## config.mk

```make
export PLATFORM = sky130hd
export DESIGN_NAME = evaluador_banderas
export DESIGN_NICKNAME = d
export VERILOG_FILES = /design/src/rtl/evaluador_banderas.sv
export SDC_FILE = /design/constraint.sdc
export NUM_CORES = 1
export LEC_CHECK = 0
export CELL_PAD_IN_SITES_DETAIL_PLACEMENT = 0
export CELL_PAD_IN_SITES_GLOBAL_PLACEMENT = 2
export CORE_MARGIN = 3
export CORE_UTILIZATION = 27
export CTS_CLUSTER_SIZE = 24
export DETAILED_ROUTE_END_ITERATION = 6
export PLACE_DENSITY = 0.81
export SYNTH_ARGS = -nofsm -noshare
export SYNTH_HDL_FRONTEND = slang
export SYNTH_SLANG_ARGS = --single-unit
```

## constraint.sdc

```tcl
create_clock -name clk -period 2.1 [get_ports clk]
set_clock_uncertainty 0.1 [all_clocks]
set_input_delay 0.315 -clock clk [delete_from_list [all_inputs] [get_ports clk]]
set_output_delay 0.315 -clock clk [all_outputs]
set_load 0.05 [all_outputs]
```

## src/rtl/evaluador_banderas.sv

```systemverilog
// NZCV flag register with a condition-code evaluator behind valid/ready handshakes.
// Define BANDERAS_FWD_EN to forward banderas_in into same-cycle requests instead of stalling.
module evaluador_banderas #(
  parameter int         TAG_W     = 4,
  parameter logic [3:0] FLAGS_RST = 4'b0000
) (
  input  logic             clk,
  input  logic             rst,
  input  logic             banderas_we,
  input  logic [3:0]       banderas_in,
  input  logic             cond_valid,
  output logic             cond_ready,
  input  logic [3:0]       cond,
  input  logic [TAG_W-1:0] cond_tag,
  output logic             res_valid,
  input  logic             res_ready,
  output logic             res_taken,
  output logic [TAG_W-1:0] res_tag,
  output logic [3:0]       banderas_q
);

  typedef enum logic [1:0] {
    IDLE  = 2'd0,
    STALL = 2'd1,
    HOLD  = 2'd2
  } state_t;

  state_t           state_q, state_d;
  logic [3:0]       banderas_d;
  logic [3:0]       cond_q, cond_d;
  logic [TAG_W-1:0] tag_q, tag_d;
  logic [TAG_W-1:0] res_tag_q, res_tag_d;
  logic             res_taken_q, res_taken_d;
  logic             res_valid_q, res_valid_d;
  logic             ready_s;
  logic             accept_s;

  // Flag word f is {N,Z,C,V}.
  function automatic logic eval_cond(input logic [3:0] c, input logic [3:0] f);
    logic n, z, cy, v;
    n  = f[3];
    z  = f[2];
    cy = f[1];
    v  = f[0];
    case (c)
      4'd0:    eval_cond = z;
      4'd1:    eval_cond = !z;
      4'd2:    eval_cond = cy;
      4'd3:    eval_cond = !cy;
      4'd4:    eval_cond = n;
      4'd5:    eval_cond = !n;
      4'd6:    eval_cond = v;
      4'd7:    eval_cond = !v;
      4'd8:    eval_cond = cy & !z;
      4'd9:    eval_cond = !cy | z;
      4'd10:   eval_cond = (n == v);
      4'd11:   eval_cond = (n != v);
      4'd12:   eval_cond = !z & (n == v);
      4'd13:   eval_cond = z | (n != v);
      4'd14:   eval_cond = 1'b1;
      4'd15:   eval_cond = 1'b0;
      default: eval_cond = 1'b0;
    endcase
  endfunction

  // Next-state, flag update and handshake logic.
  always_comb begin
    state_d     = state_q;
    cond_d      = cond_q;
    tag_d       = tag_q;
    res_taken_d = res_taken_q;
    res_tag_d   = res_tag_q;
    ready_s     = 1'b0;

    if (banderas_we) begin
      banderas_d = banderas_in;
    end else begin
      banderas_d = banderas_q;
    end

    case (state_q)
      IDLE:    ready_s = 1'b1;
      STALL:   ready_s = 1'b0;
      HOLD:    ready_s = res_ready;
      default: ready_s = 1'b0;
    endcase
    accept_s = cond_valid & ready_s;

    case (state_q)
      IDLE, HOLD: begin
        if (accept_s) begin
`ifdef BANDERAS_FWD_EN
          // banderas_d already carries the forwarded value when a write is in flight.
          res_taken_d = eval_cond(cond, banderas_d);
          res_tag_d   = cond_tag;
          state_d     = HOLD;
`else
          if (banderas_we) begin
            cond_d  = cond;
            tag_d   = cond_tag;
            state_d = STALL;
          end else begin
            res_taken_d = eval_cond(cond, banderas_q);
            res_tag_d   = cond_tag;
            state_d     = HOLD;
          end
`endif
        end else if ((state_q == HOLD) && res_ready) begin
          state_d = IDLE;
        end else begin
          state_d = state_q;
        end
      end
      STALL: begin
        // Wait until the flag register has stopped changing before evaluating.
        if (!banderas_we) begin
          res_taken_d = eval_cond(cond_q, banderas_q);
          res_tag_d   = tag_q;
          state_d     = HOLD;
        end else begin
          state_d = STALL;
        end
      end
      default: state_d = IDLE;
    endcase

    res_valid_d = (state_d == HOLD);

    if (rst) begin
      cond_ready = 1'b0;
    end else begin
      cond_ready = ready_s;
    end
  end

  // State and result registers with synchronous reset.
  always_ff @(posedge clk) begin
    if (rst) begin
      state_q     <= IDLE;
      banderas_q  <= FLAGS_RST;
      cond_q      <= 4'd0;
      tag_q       <= '0;
      res_tag_q   <= '0;
      res_taken_q <= 1'b0;
      res_valid_q <= 1'b0;
    end else begin
      state_q     <= state_d;
      banderas_q  <= banderas_d;
      cond_q      <= cond_d;
      tag_q       <= tag_d;
      res_tag_q   <= res_tag_d;
      res_taken_q <= res_taken_d;
      res_valid_q <= res_valid_d;
    end
  end

  assign res_valid = res_valid_q;
  assign res_taken = res_taken_q;
  assign res_tag   = res_tag_q;

endmodule

```

==> qor_table.md <==
| Metric | This run | Unit |
| --- | --- | --- |
| Number of clock sinks | 20 | - |
| DR WL/cell | 12.2 | microns |
| Starting Density | 28.5 | % |
| Kind of capture point of the worst setup path | output port | - |
| Core area | 3720 | sq um |
| Row Count | 22 | - |
| Via count of the first global-routing pass | 847 | - |
| Total number of nets in the final design | 169 | - |
| Total inserted antenna cells | 0 | - |
| Final worst-path cycle share | 93.0 | % |
| Internal power | 0.644 | mW |
| Pin count of the biggest net entering global routing | 11 | - |
| Proportion of power drawn by combinational gates | 26.9 | % |
| Sequential group share of total power | 47.0 | % |
| Met2 usage in global routing | 16.9 | % |
| Number of iterations in the first detailed-routing pass | 4 | - |
| 1st-iter DRT viols | 35 | - |
| Transition time of the tightest slew-check pin | 0.502 | ns |
| Peak clock frequency supported by timing | 512 | MHz |
| Post-Synth XOR/XNOR Area | 4.14 | % |
| Via-per-instance ratio | 4.72 | - |
| Overall via count from detail_route | 934 | - |
| H-tree level count | 1 | - |
| Number of top-level pins | 28 | - |
| Number of hold-slack violations in the final timing report | 0 | - |
| Post-Syn Instances | 121 | - |
| Final weighted congestion in routability-driven placement | 0.835 | - |
| Slowest cell on the critical path | clkdlybuf4s50_1 | - |
| Share of synthesized registers carrying an async set or reset | 0 | % |
| Cells taking the most area after synthesis | dfxtp_1, mux2i_1, nor2_1 | - |
| Data required, critical path | 1.68 | ns |
| Number of distinct standard cells referenced by the synthesized netlist | 32 | - |
| Number of antenna violations at the first check in global routing | 0 | - |
| Met1 track utilization from global routing | 14.4 | % |
| Reg2Reg Capture Point | res_taken | - |
| Maximum number of buffers from clock root to sink | 2 | - |
| CP Data Arrival Time | 1.54 | ns |
| Post-synthesis instance area | 1060 | sq um |
| Global routing met3 resource utilization | 2.43 | % |
| Final sum of negative setup slack | 0 | ns |
| Mapped Nets | 138 | - |
| Maximum net fanout on the critical path | 7 | - |
| Die Span Y | 68.6 | microns |
| R2R cell count | 5 | - |
| Endpoints failing setup | 0 | - |
| Total CTS buffers | 3 | - |
| Number of standard cells in the layout, taps in and fillers out | 198 | - |
| Post-CTS setup repair buffer count | 0 | - |
| Number of instances on the worst hold path | 2 | - |
| Clock share of power | 26.1 | % |
| Delay of the slowest cell on the worst path | 0.85 | ns |
| HP Start | tag_q[1] | - |
| Global-route wire length before repair | 3840 | microns |
| Overflow after GRT | 0 | - |
| Synthesis-stage register bit count | 20 | - |
| Net Sw Power | 0.265 | mW |
| Power per cell area | 626 | nW/um^2 |
| EDFF count, synth | 0 | - |
| Static leakage power | 0.611 | nW |
| Cell Count Post-Placement | 195 | - |
| Avg Synthesized Cell Area | 8.74 | sq um |
| Final critical path time including I/O delays and setup | 1.95 | ns |
| Fraction of layout instances using a drive strength above 1 | 10.7 | % |
| Area share of the leading cell type in the synthesized netlist | 37.9 | % |
| Compound-gate portion of the synthesized area | 15.0 | % |
| DIE AREA | 4700 | sq um |
| Busiest metal layer after global routing | met2 | - |
| Worst path buffer plus inverter count | 1 | - |
| Final Slew Violations | 0 | - |
| Root buffer selected by CTS | clkbuf_8 | - |
| Most used DFF post-synth | dfxtp_1 | - |
| Detailed-route DRC error count | 0 | - |
| All-layer global routing usage | 10.8 | % |
| Cell breakdown of the critical path | clkdlybuf4s50_1 | - |
| Post-DRT Antenna Nets | 0 | - |
| Yosys warns | 0 | - |
| Area leader, netlist | dfxtp_1 | - |
| Clock edge transition at the registers on the reported setup and hold paths | 0.07 | ns |
| Max transition margin | 66.4 | % |
| Max-capacitance violation count | 0 | - |
| Hold Path Class | reg2reg | - |
| Type of the worst setup path | reg2out | - |
| FF-to-FF setup slack | 0.39 | ns |
| Sequential-to-total area share from yosys stat | 37.9 | % |
| Total power consumption of the routed design | 0.909 | mW |
| Unrepaired setup endpoints after global routing | false | - |
| CTS tree | done | - |
| Worst vdd rail ir drop | 247 | uV |
| Die X | 68.6 | microns |
| Synth Area in Adders | 0 | % |
| Run status | finished, final reports clean | - |
| Post-synthesis mux area share | 18.1 | % |
| Kind of start point of the critical path | register | - |
| CP top delay family | buffers and inverters | - |
| Post-DP HPWL | 1920 | microns |
| Simple-Gate Fraction of Synth Area | 20.8 | % |
| Drt total wl | 2420 | microns |
| Switching fraction of total power | 29.2 | % |
| # port buffers | 27 | - |
| Startpoint of the worst register-to-register path | cond_q[1] | - |
| Main combinational cell family by area after synthesis | simple AND/OR/NAND/NOR gates | - |
| Clock insertion delay at the later pin of the skew report | 0.25 | ns |
| Area overhead of the layout relative to synthesis | 37.3 | % |
| WHS Endpoint | tag_q[1] | - |
cell families after synthesis:
logic type                count (synthesis)
AOI/OAI and AO/OA                        22
xor gates and xnor gates                  5
buffers and inverters                    10
DFF                                      20
muxes                                    19
and+or+nand+nor                          45
final cells by class:
class	instances	area [sq um]
Clock buffer	3	41.3
Fill cell	382	2260
Inverter	4	15.0
Multi-Input combinational cell	91	619
Sequential cell	20	400
Tap cell	48	60.1
Timing Repair Buffer	32	315
placed cells by master (no fill, tap or decap), types with 2 or more instances in the layout:
| cell | instances |
|---|---|
| xor2_1 | 2 |
| o22ai_1 | 2 |
| mux2i_1 | 18 |
| a211oi_1 | 6 |
| nor2_1 | 26 |
| dfxtp_1 | 20 |
| clkbuf_8 | 3 |
| buf_4 | 6 |
| clkdlybuf4s50_1 | 25 |
| xnor2_1 | 3 |
| nor3_1 | 2 |
| o21ai_0 | 3 |
| inv_1 | 4 |
| nand2_1 | 5 |
| a21oi_1 | 3 |
| a2111oi_0 | 2 |
| nor2b_1 | 2 |
| nand2b_1 | 2 |
Yosys cell counts, types with 2 or more instances:
library cell,number
xor2_1,2
nor2_1,26
nand2_1,5
a211oi_1,6
nand2b_1,2
dfxtp_1,20
a2111oi_0,2
buf_2,3
a21oi_1,3
nor3_1,2
inv_1,4
xnor2_1,3
o21ai_0,3
mux2i_1,18
clkbuf_1,2
o22ai_1,2
nor3b_1,2
nor2b_1,2
worst max path at each step:
| stage | from | endpoint | slack (ns) | cells after the start |
|---|---|---|---|---|
| final | banderas_q[0] | banderas_q[0] | 0.15 | 1 |
| after global routing | banderas_q[0] | banderas_q[0] | 0.08 | 1 |
| after CTS | res_ready | cond_ready | 0.03 | 4 |
| after detailed placement | cond[1] | res_taken | 0.01 | 6 |
| after global placement | cond[1] | res_taken | 0.08 | 6 |
| after floorplan | rst | cond_ready | 0.02 | 2 |
routing by layer:
layer | vias up | wire [microns] | part of all wire [%]
met5 | - | 0 | 0
met4 | 0 | 23 | 0.95
met3 | 2 | 109 | 4.5
met2 | 22 | 1160 | 48
met1 | 424 | 1120 | 46
li1 | 486 | - | -
flip-flops by register name, indices dropped and copies added, names as in the netlist:
signal and cells:
res_taken 1, cond_q 4, res_valid 1, res_tag 4, tag_q 4, banderas_q 4
state_q 2
metrics by stage:
| stage | hold slack [ns] | util, % | area [sq um] | setup slack, ns |
|---|---|---|---|---|
| after floorplan | 0.303 | - | 1060 | 0.0176 |
| after detailed placement | 0.388 | 37.8 | 1410 | 0.0144 |
| after global routing | 0.433 | 39.1 | 1450 | 0.0795 |
| final | 0.397 | 39.1 | 1450 | 0.147 |
| after global placement | 0.376 | 37.8 | 1410 | 0.0752 |
| after CTS | 0.404 | 38.9 | 1450 | 0.0252 |
repair_timing:
item,in CTS,in global routing
setup endpoints to repair,0,1
hold buffers,0,0
gates resized for setup,0,1
power groups by stage:
| stage | Clock [mW] | Sequential, mW | Combinational (mW) |
|---|---|---|---|
| 2_1_floorplan | 0 | 0.476 | 0.108 |
| 3_3_place_gp | 0 | 0.435 | 0.243 |
| 3_5_place_dp | 0 | 0.436 | 0.245 |
| 4_1_cts | 0.248 | 0.427 | 0.246 |
| 5_1_grt | 0.269 | 0.431 | 0.265 |
| 6_report | 0.237 | 0.427 | 0.245 |
(Power assumes the default switching activity.)
